## config.mk

```make
export PLATFORM = sky130hd
export DESIGN_NAME = i2s_receiver
export DESIGN_NICKNAME = d
export VERILOG_FILES = /design/src/rtl/i2s_receiver.sv
export SDC_FILE = /design/constraint.sdc
export NUM_CORES = 1
export LEC_CHECK = 0
export ABC_AREA = 1
export BUFFER_PORTS_ARGS = -buffer_cell sky130_fd_sc_hd__buf_2
export CORE_ASPECT_RATIO = 0.5
export CORE_MARGIN = 2
export CORE_UTILIZATION = 35
export DETAILED_ROUTE_END_ITERATION = 10
export PLACE_DENSITY = 0.63
export SKIP_LAST_GASP = 1
export SYNTH_ARGS = -nofsm -noshare
export SYNTH_HDL_FRONTEND = slang
export SYNTH_SLANG_ARGS = --single-unit
```

## constraint.sdc

```tcl
create_clock -name Clk -period 3.87 [get_ports Clk]
set_input_delay 0.774 -clock Clk [delete_from_list [all_inputs] [get_ports Clk]]
set_output_delay 0.774 -clock Clk [all_outputs]
set_load 0.02 [all_outputs]
```

## src/rtl/i2s_receiver.sv

```systemverilog
// i2s_receiver
//   Captures the codec's I2S ADC stream into parallel stereo frames in the
//   Clk domain. SCLK, LRCLK and SDIN are asynchronous and are sampled
//   through synchronisers, so Clk must run at least 8x the SCLK rate.
//   A frame is only presented when a left word is followed by a right word
//   of the same frame.
//
// Ports
//   Clk          system clock (50 MHz)
//   Reset        synchronous, active-high
//   SCLK         codec bit clock (async)
//   LRCLK        codec word clock, 0 = left, 1 = right (async)
//   SDIN         codec ADC serial data, MSB first (async)
//   left_out     left sample of the presented frame
//   right_out    right sample of the presented frame
//   valid        frame available on left_out/right_out
//   ready        consumer accepts the frame
//   overrun      sticky: a frame was overwritten before being consumed
//   slot_err     sticky: a slot ended before SAMPLE_WIDTH bits were captured
//   clear_flags  one-cycle pulse clearing overrun and slot_err
//
// State table
//   state    | meaning
//   ST_SYNC    | waiting for the first slot boundary; all bits ignored
//   ST_CAPTURE | shifting in sample bits of the current slot
//   ST_PAD     | word done (or discarded); ignore bits until next boundary
module i2s_receiver #(
  parameter int SAMPLE_WIDTH = 24,
  parameter int SLOT_WIDTH   = 32
) (
  input  logic                    Clk,
  input  logic                    Reset,
  input  logic                    SCLK,
  input  logic                    LRCLK,
  input  logic                    SDIN,
  output logic [SAMPLE_WIDTH-1:0] left_out,
  output logic [SAMPLE_WIDTH-1:0] right_out,
  output logic                    valid,
  input  logic                    ready,
  output logic                    overrun,
  output logic                    slot_err,
  input  logic                    clear_flags
);

  localparam int CNT_W = $clog2(SLOT_WIDTH);

  localparam logic [1:0] ST_SYNC    = 2'd0;
  localparam logic [1:0] ST_CAPTURE = 2'd1;
  localparam logic [1:0] ST_PAD     = 2'd2;

  logic sclk_meta, sclk_sync, sclk_dly;
  logic lr_meta, lr_s;
  logic sd_meta, sd_s;

  logic [1:0]              state;
  logic [CNT_W-1:0]        bit_cnt;
  logic                    slot_ch;
  // The final bit of a word is taken straight from sd_s, so the register
  // only needs to hold the first SAMPLE_WIDTH-1 bits.
  logic [SAMPLE_WIDTH-2:0] shift_reg;
  logic [SAMPLE_WIDTH-1:0] left_hold;
  logic                    left_ok;
  logic                    lr_prev;
  logic                    prev_seen;

  logic                    bit_event;
  logic                    boundary;
  logic                    word_done;
  logic                    frame_done;
  logic                    short_slot;
  logic [SAMPLE_WIDTH-1:0] word_next;

  always_ff @(posedge Clk) begin
    if (Reset) begin
      sclk_meta <= 1'b0;
      sclk_sync <= 1'b0;
      sclk_dly  <= 1'b0;
      lr_meta   <= 1'b0;
      lr_s      <= 1'b0;
      sd_meta   <= 1'b0;
      sd_s      <= 1'b0;
    end else begin
      sclk_meta <= SCLK;
      sclk_sync <= sclk_meta;
      sclk_dly  <= sclk_sync;
      lr_meta   <= LRCLK;
      lr_s      <= lr_meta;
      sd_meta   <= SDIN;
      sd_s      <= sd_meta;
    end
  end

  assign bit_event = sclk_sync & ~sclk_dly;
  // The first bit event after reset has no valid lr_prev to compare with;
  // treating it as a boundary would start capture in the middle of a slot.
  assign boundary   = bit_event & prev_seen & (lr_s != lr_prev);
  assign word_next  = {shift_reg, sd_s};
  assign word_done  = bit_event & ~boundary & (state == ST_CAPTURE) &
                      (bit_cnt == CNT_W'(SAMPLE_WIDTH - 1));
  assign frame_done = word_done & slot_ch & left_ok;
  assign short_slot = boundary & (state == ST_CAPTURE);

  always_ff @(posedge Clk) begin
    if (Reset) begin
      state     <= ST_SYNC;
      bit_cnt   <= '0;
      slot_ch   <= 1'b0;
      shift_reg <= '0;
      left_hold <= '0;
      left_ok   <= 1'b0;
      lr_prev   <= 1'b0;
      prev_seen <= 1'b0;
    end else if (bit_event) begin
      lr_prev   <= lr_s;
      prev_seen <= 1'b1;
      if (boundary) begin
        // The boundary bit is the previous slot's LSB and is dropped.
        bit_cnt   <= '0;
        slot_ch   <= lr_s;
        shift_reg <= '0;
        state     <= ST_CAPTURE;
        if (!lr_s || state == ST_CAPTURE)
          left_ok <= 1'b0;
      end else begin
        case (state)
          ST_SYNC: begin
          end
          ST_CAPTURE: begin
            shift_reg <= word_next[SAMPLE_WIDTH-2:0];
            bit_cnt   <= bit_cnt + 1'b1;
            if (word_done) begin
              state <= ST_PAD;
              if (!slot_ch) begin
                left_hold <= word_next;
                left_ok   <= 1'b1;
              end else begin
                left_ok <= 1'b0;
              end
            end
          end
          ST_PAD: begin
            if (bit_cnt != CNT_W'(SLOT_WIDTH - 1))
              bit_cnt <= bit_cnt + 1'b1;
          end
          default: state <= ST_SYNC;
        endcase
      end
    end
  end

  always_ff @(posedge Clk) begin
    if (Reset) begin
      left_out  <= '0;
      right_out <= '0;
      valid     <= 1'b0;
      overrun   <= 1'b0;
      slot_err  <= 1'b0;
    end else begin
      if (valid && ready)
        valid <= 1'b0;
      if (frame_done) begin
        left_out  <= left_hold;
        right_out <= word_next;
        valid     <= 1'b1;
      end
      // Clear first so that a set on the same cycle wins.
      if (clear_flags) begin
        overrun  <= 1'b0;
        slot_err <= 1'b0;
      end
      if (frame_done && valid && !ready)
        overrun <= 1'b1;
      if (short_slot)
        slot_err <= 1'b1;
    end
  end

endmodule
```

# --- Word level (Yosys, flattened, before mapping) ---
# Index checks and enable logic that the tools add are counted.
totals:
  ff_bits: 116
  inputBits: 7
  output_inout_bits: 51
  word_cells: 80
op_classes:
  n_addsub: 1
  n_eq_ne: 9
  mux: 18
  bitwise_logic: 12
  reduce_logical: 20
op_table:
  columns: ["cell", "n"]
  rows:
  - ["$mux 23", 2]
  - ["$mux 1", 10]
  - ["$mux 5", 2]
  - ["$pmux 5 s2", 1]
  - ["$reduce_bool 2->1", 5]
  - ["$and 1x1->1", 9]
  - ["$ne 3x3->1 const B", 2]
  - ["$reduce_and 3->1", 2]
  - ["$add 5x1->5 const B", 1]
  - ["$eq 5x5->1 const B", 1]
  - ["$ne 5x5->1 const B", 1]
  - ["$reduce_and 5->1", 1]
  - ["$mux 2", 2]
  - ["$ne 2x1->1 const B", 2]
  - ["$pmux 2 s2", 1]
  - ["$reduce_and 2->1", 2]
  - ["$reduce_and 4->1", 1]
  - ["$logic_and 1x1->1", 3]
  - ["$not 1->1", 3]
  - ["$reduce_bool 3->1", 1]
  - ["$eq 2x1->1 const B", 1]
  - ["$eq 2x2->1 const B", 1]
  - ["$logic_not 1->1", 2]
  - ["$logic_not 2->1", 1]
  - ["3 further kinds", 3]

# --- Logic depth before layout (Yosys ltp) ---
logic_depth:
  depth_word: 13
  ltp_mapped: 11

# --- Least setup slack after synthesis ---
# No wires, ideal clock.
synth_path:
  kind: "input to register"
  from: "input port Reset"
  to: "register left_hold[11]"
  setup_time_ps: 64
  arrival_ps: 1596
  required_time_ps: 3806
  setup_slack_ps: 2209
  path_stages: 6
  path_buffers: 3
  path_cell_list: "clkbuf_1 -> inv_1 -> clkbuf_1 -> clkbuf_1 -> o21ai_0 -> nor2_1"
synth_rtl:
  columns: ["item", "line_no", "rtl"]
  rows:
  - ["start, declared", "32", "input logic Reset,"]
  - ["end signal, assigned", "134", "left_hold <= word_next;"]
  - ["end, declared", "61", "logic [SAMPLE_WIDTH-1:0] left_hold;"]

# --- Worst setup path after layout ---
layout_path:
  from: "register lr_prev"
  to: "register bit_cnt[2]"
layout_between:
  elab_chain_cells: 4
  elab_cells_between_ends: 6
layout_rtl:
  columns: ["item", "line_no", "rtl"]
  rows:
  - ["start, declared", "63", "logic lr_prev;"]
  - ["start signal, assigned", "114", "lr_prev <= lr_s;"]
  - ["$ne 1x1->1 *", "96", "assign boundary = bit_event & prev_seen & (lr_s != lr_prev);"]
  - ["$and 1x1->1 *", "96", null]
  - ["$ne 3x3->1 (no source line) / $reduce_bool 3->1 (equally long branches)", null, null]
  - ["$reduce_and 3->1 (no source line)", null, null]
  - ["end signal, assigned", "130", "bit_cnt <= bit_cnt + 1'b1;"]
  - ["end signal, assigned", "143", "bit_cnt <= bit_cnt + 1'b1;"]
  - ["end, declared", "56", "logic [CNT_W-1:0] bit_cnt;"]
# Mark *: on every way between the ends. The rest lies on a longest branch, timed or not.
# A chain may end at the register's enable or synchronous reset.

==> run_results.csv <==
group,metric,value,unit
pwr,sw_frac_of_total,20.1,%
setup_path,cp.arrival,2520,ps
timing,fin_crit_sh,57.3,%
drt,wirelength,8780,um
logic_synthesis,ys_ff_latch,116,
timing,setup_violations,0,
layout,diodes,0,
drt,viasPerCell,4.53,
clock_network,clock_latency,410,ps
setup_path,critPathMaxFanout,27,
floorplanning,design.die.area,12800,um2
clock_network,clock-sinks,116,
logic_synthesis,syn_inst,534,
clock_network,h-tree-depth,4,
logic_synthesis,yosysTopAreaCellShare,55.8,%
layout,reg.largest.list,"left_hold x24, left_out x24, right_out x24",
timing,skew,7.08,ps
placed_design,io_buffers,57,
global_route,antenna_found_initial,0,
timing,max_slew.worst_pin.slew,1040,ps
clock_network,cts_hold_buffers,0,
layout,n_fill_cell,1205,
floorplanning,fp.dieW,158,um
logic_synthesis,synth_area_per_cell,7.80,um2
floorplanning,core_area,11700,um2
pwr,internal-power,0.00221,W
clock_network,cts_setup_buffers,0,
drt,firstDrtPassIters,4,
clock_network,clk_pin_slew,50,ps
logic_synthesis,synth.most_common_cell,"nor2_1",
pwr,powerDensity,542,nW/um2
timing,rsz0062_at_grt,"no",
logic_synthesis,synth_area_leaders,"dfxtp_1 56%, nor2_1 14%, o21ai_0 9.0%",
pwr,power_switching,0.000558,W
clock_network,cts_root_buf,"clkbuf_16",
setup_path,critPathCaptureType,"flop",
setup_path,max_stage_delay,790,ps
layout,multi_input_area,1610,um2
logic_synthesis,yosysUniqueCellTypes,20,
floorplanning,rows,28,
timing,fin_crit,2220,ps
placed_design,hpwlAfterDp,5190,um
global_route,grt_first_pass_wirelength,14500,um
layout,design_area,5120,um2
drt,drc,0,
setup_path,path_common_cell,"nand2_1",
logic_synthesis,synth-seq-area-share,55.8,%
layout,drive_gt1_share,17.1,%
min_path,hp-class,"flop to flop",
setup_path,crit_path_top_delay_cell,"nor2_2",
global_route,grt_pass1_vias,3182,
floorplanning,boundaryPins,58,
clock_network,ctsResizeCount,0,
timing,finalMaxSlewViolations,0,
timing,fin_setup_tns,0,ps
logic_synthesis,synth_largest_area_cell,"dfxtp_1",
drt,via_count,3444,
layout,area_growth,22.9,%
drt,drt_iter0_markers,215,
logic_synthesis,synth_nets,543,
drt,ant_nets,0,
timing,max_freq,451,MHz
pwr,combinationalPowerShare,1.2,%
outcome,run_status,"completed",
logic_synthesis,synth_flop_cell,"dfxtp_1",
global_route,grt_max_degree,51,
floorplanning,die-height,81.1,um
pwr,pwr-share-seq,43.4,%
pwr,clkPwrFrac,55.5,%
layout,fin_nets,592,
flow_run,drv_cap,0,
placed_design,gp_congestion,0.721,
clock_network,cts_buffers,17,
layout,ff_latch_area,2320,um2
logic_synthesis,synthTopCellsByCount,"160 x nor2_1, 116 x dfxtp_1, 75 x o21ai_0, 70 x nand2_1, 37 x a21oi_1",
logic_synthesis,synth_edf_count,0,
logic_synthesis,async_flop_share,0,%
placed_design,pre_cts_slack,1400,ps
pwr,power_leakage,2.41,nW
pwr,ir_drop,0.000293,V
setup_path,cp_cell_sequence,"inv_1 > nand2_1 > nand2_1 > nor2_2 > nor2_2 > nand2_1 > a21oi_1 > nor2_1",
global_route,grt_overflow,0,
pwr,p_total,0.00277,W
timing,setup_slack,1650,ps
setup_path,required,4170,ps
clock_network,cts_tree,"built",
floorplanning,start_util,35.6,%
global_route,track_usage,14.5,%
clock_network,cts_buffer_depth,2,
logic_synthesis,synth_area,4160,um2
timing,relSlewSlack,30.3,%
timing,hold_violations,0,
drt,avgRoutedWirePerCell,11.6,um
logic_synthesis,synthesis.yosys.warnings,0,
setup_path,path_class,"flop to flop",
placed_design,place_area,4530,um2
setup_path,worst_setup_path_start_kind,"flop",
timing,hold_ws,408,ps
-- worst paths after layout --
check / cells after the start / slack (ps) / start / end
setup reg to reg: 8 / 1650 / lr_prev / bit_cnt[2]
hold / removal: 2 / 410 / lr_meta / lr_s
setup / recovery: 8 / 1650 / lr_prev / bit_cnt[2]
hold reg to reg: 2 / 410 / lr_meta / lr_s
-- per-stage QoR --
| stage | instances | utilization (%) |
|---|---|---|
| 3_5_place_dp | 729 | 38.7 |
| 2_1_floorplan | 534 | - |
| 6_report | 760 | 43.7 |
| 3_3_place_gp | 729 | 38.7 |
| 4_1_cts | 760 | 43.7 |
| 5_1_grt | 760 | 43.7 |
-- kinds of logic after synthesis --
family | synth area share, %
and+or+nand+nor | 24.3
buffers and inverters | 5.65
DFF | 55.8
adders and majority gates | 0.601
AOI/OAI and AO/OA | 13.6
-- layer usage --
| metal | global-route usage [%] | share of wire, % | up-vias |
|---|---|---|---|
| met4 | 5.14 | 0.90 | 0 |
| met2 | 23.4 | 45 | 43 |
| li1 | - | - | 1799 |
| met1 | 17.7 | 50 | 1593 |
| met5 | 0 | 0 | - |
| met3 | 5.92 | 4.5 | 9 |
-- cells in the final DEF, fill, tap and decap left out, types with 4 or more instances in the layout --
master / Yosys / routed
inv_1: 19 / 18
buf_4: 0 / 4
nand2_1: 70 / 70
dfxtp_1: 116 / 116
buf_2: 14 / 57
a21oi_1: 37 / 37
o21ai_0: 75 / 75
nand3_1: 10 / 10
clkbuf_16: 0 / 17
clkbuf_8: 0 / 4
clkinv_2: 0 / 4
nor2_1: 160 / 160
-- power groups by stage --
stage,clock network (W),registers [W],logic [W]
2_1_floorplan,0,0.00123,0.0000236
3_3_place_gp,0,0.00123,0.0000320
3_5_place_dp,0,0.00123,0.0000326
4_1_cts,0.00156,0.00120,0.0000328
5_1_grt,0.00162,0.00120,0.0000370
6_report,0.00154,0.00120,0.0000319
-- final cells by class --
type,instances,area share (%)
Sequential cell,116,45.4
Multi-Input combinational cell,366,31.4
Clock buffer,22,9.46
Timing Repair Buffer,61,6.16
Tap cell,165,4.04
Clock inverter,9,2.01
Inverter,21,1.54
-- critical path, delay by kind of cell (launching register included) --
kind            cells  cell delay [ps]
simple gates        6             1420
flops               1              330
compound gates      1              250
buf+inv             1              100
(Power assumes the default switching activity.)
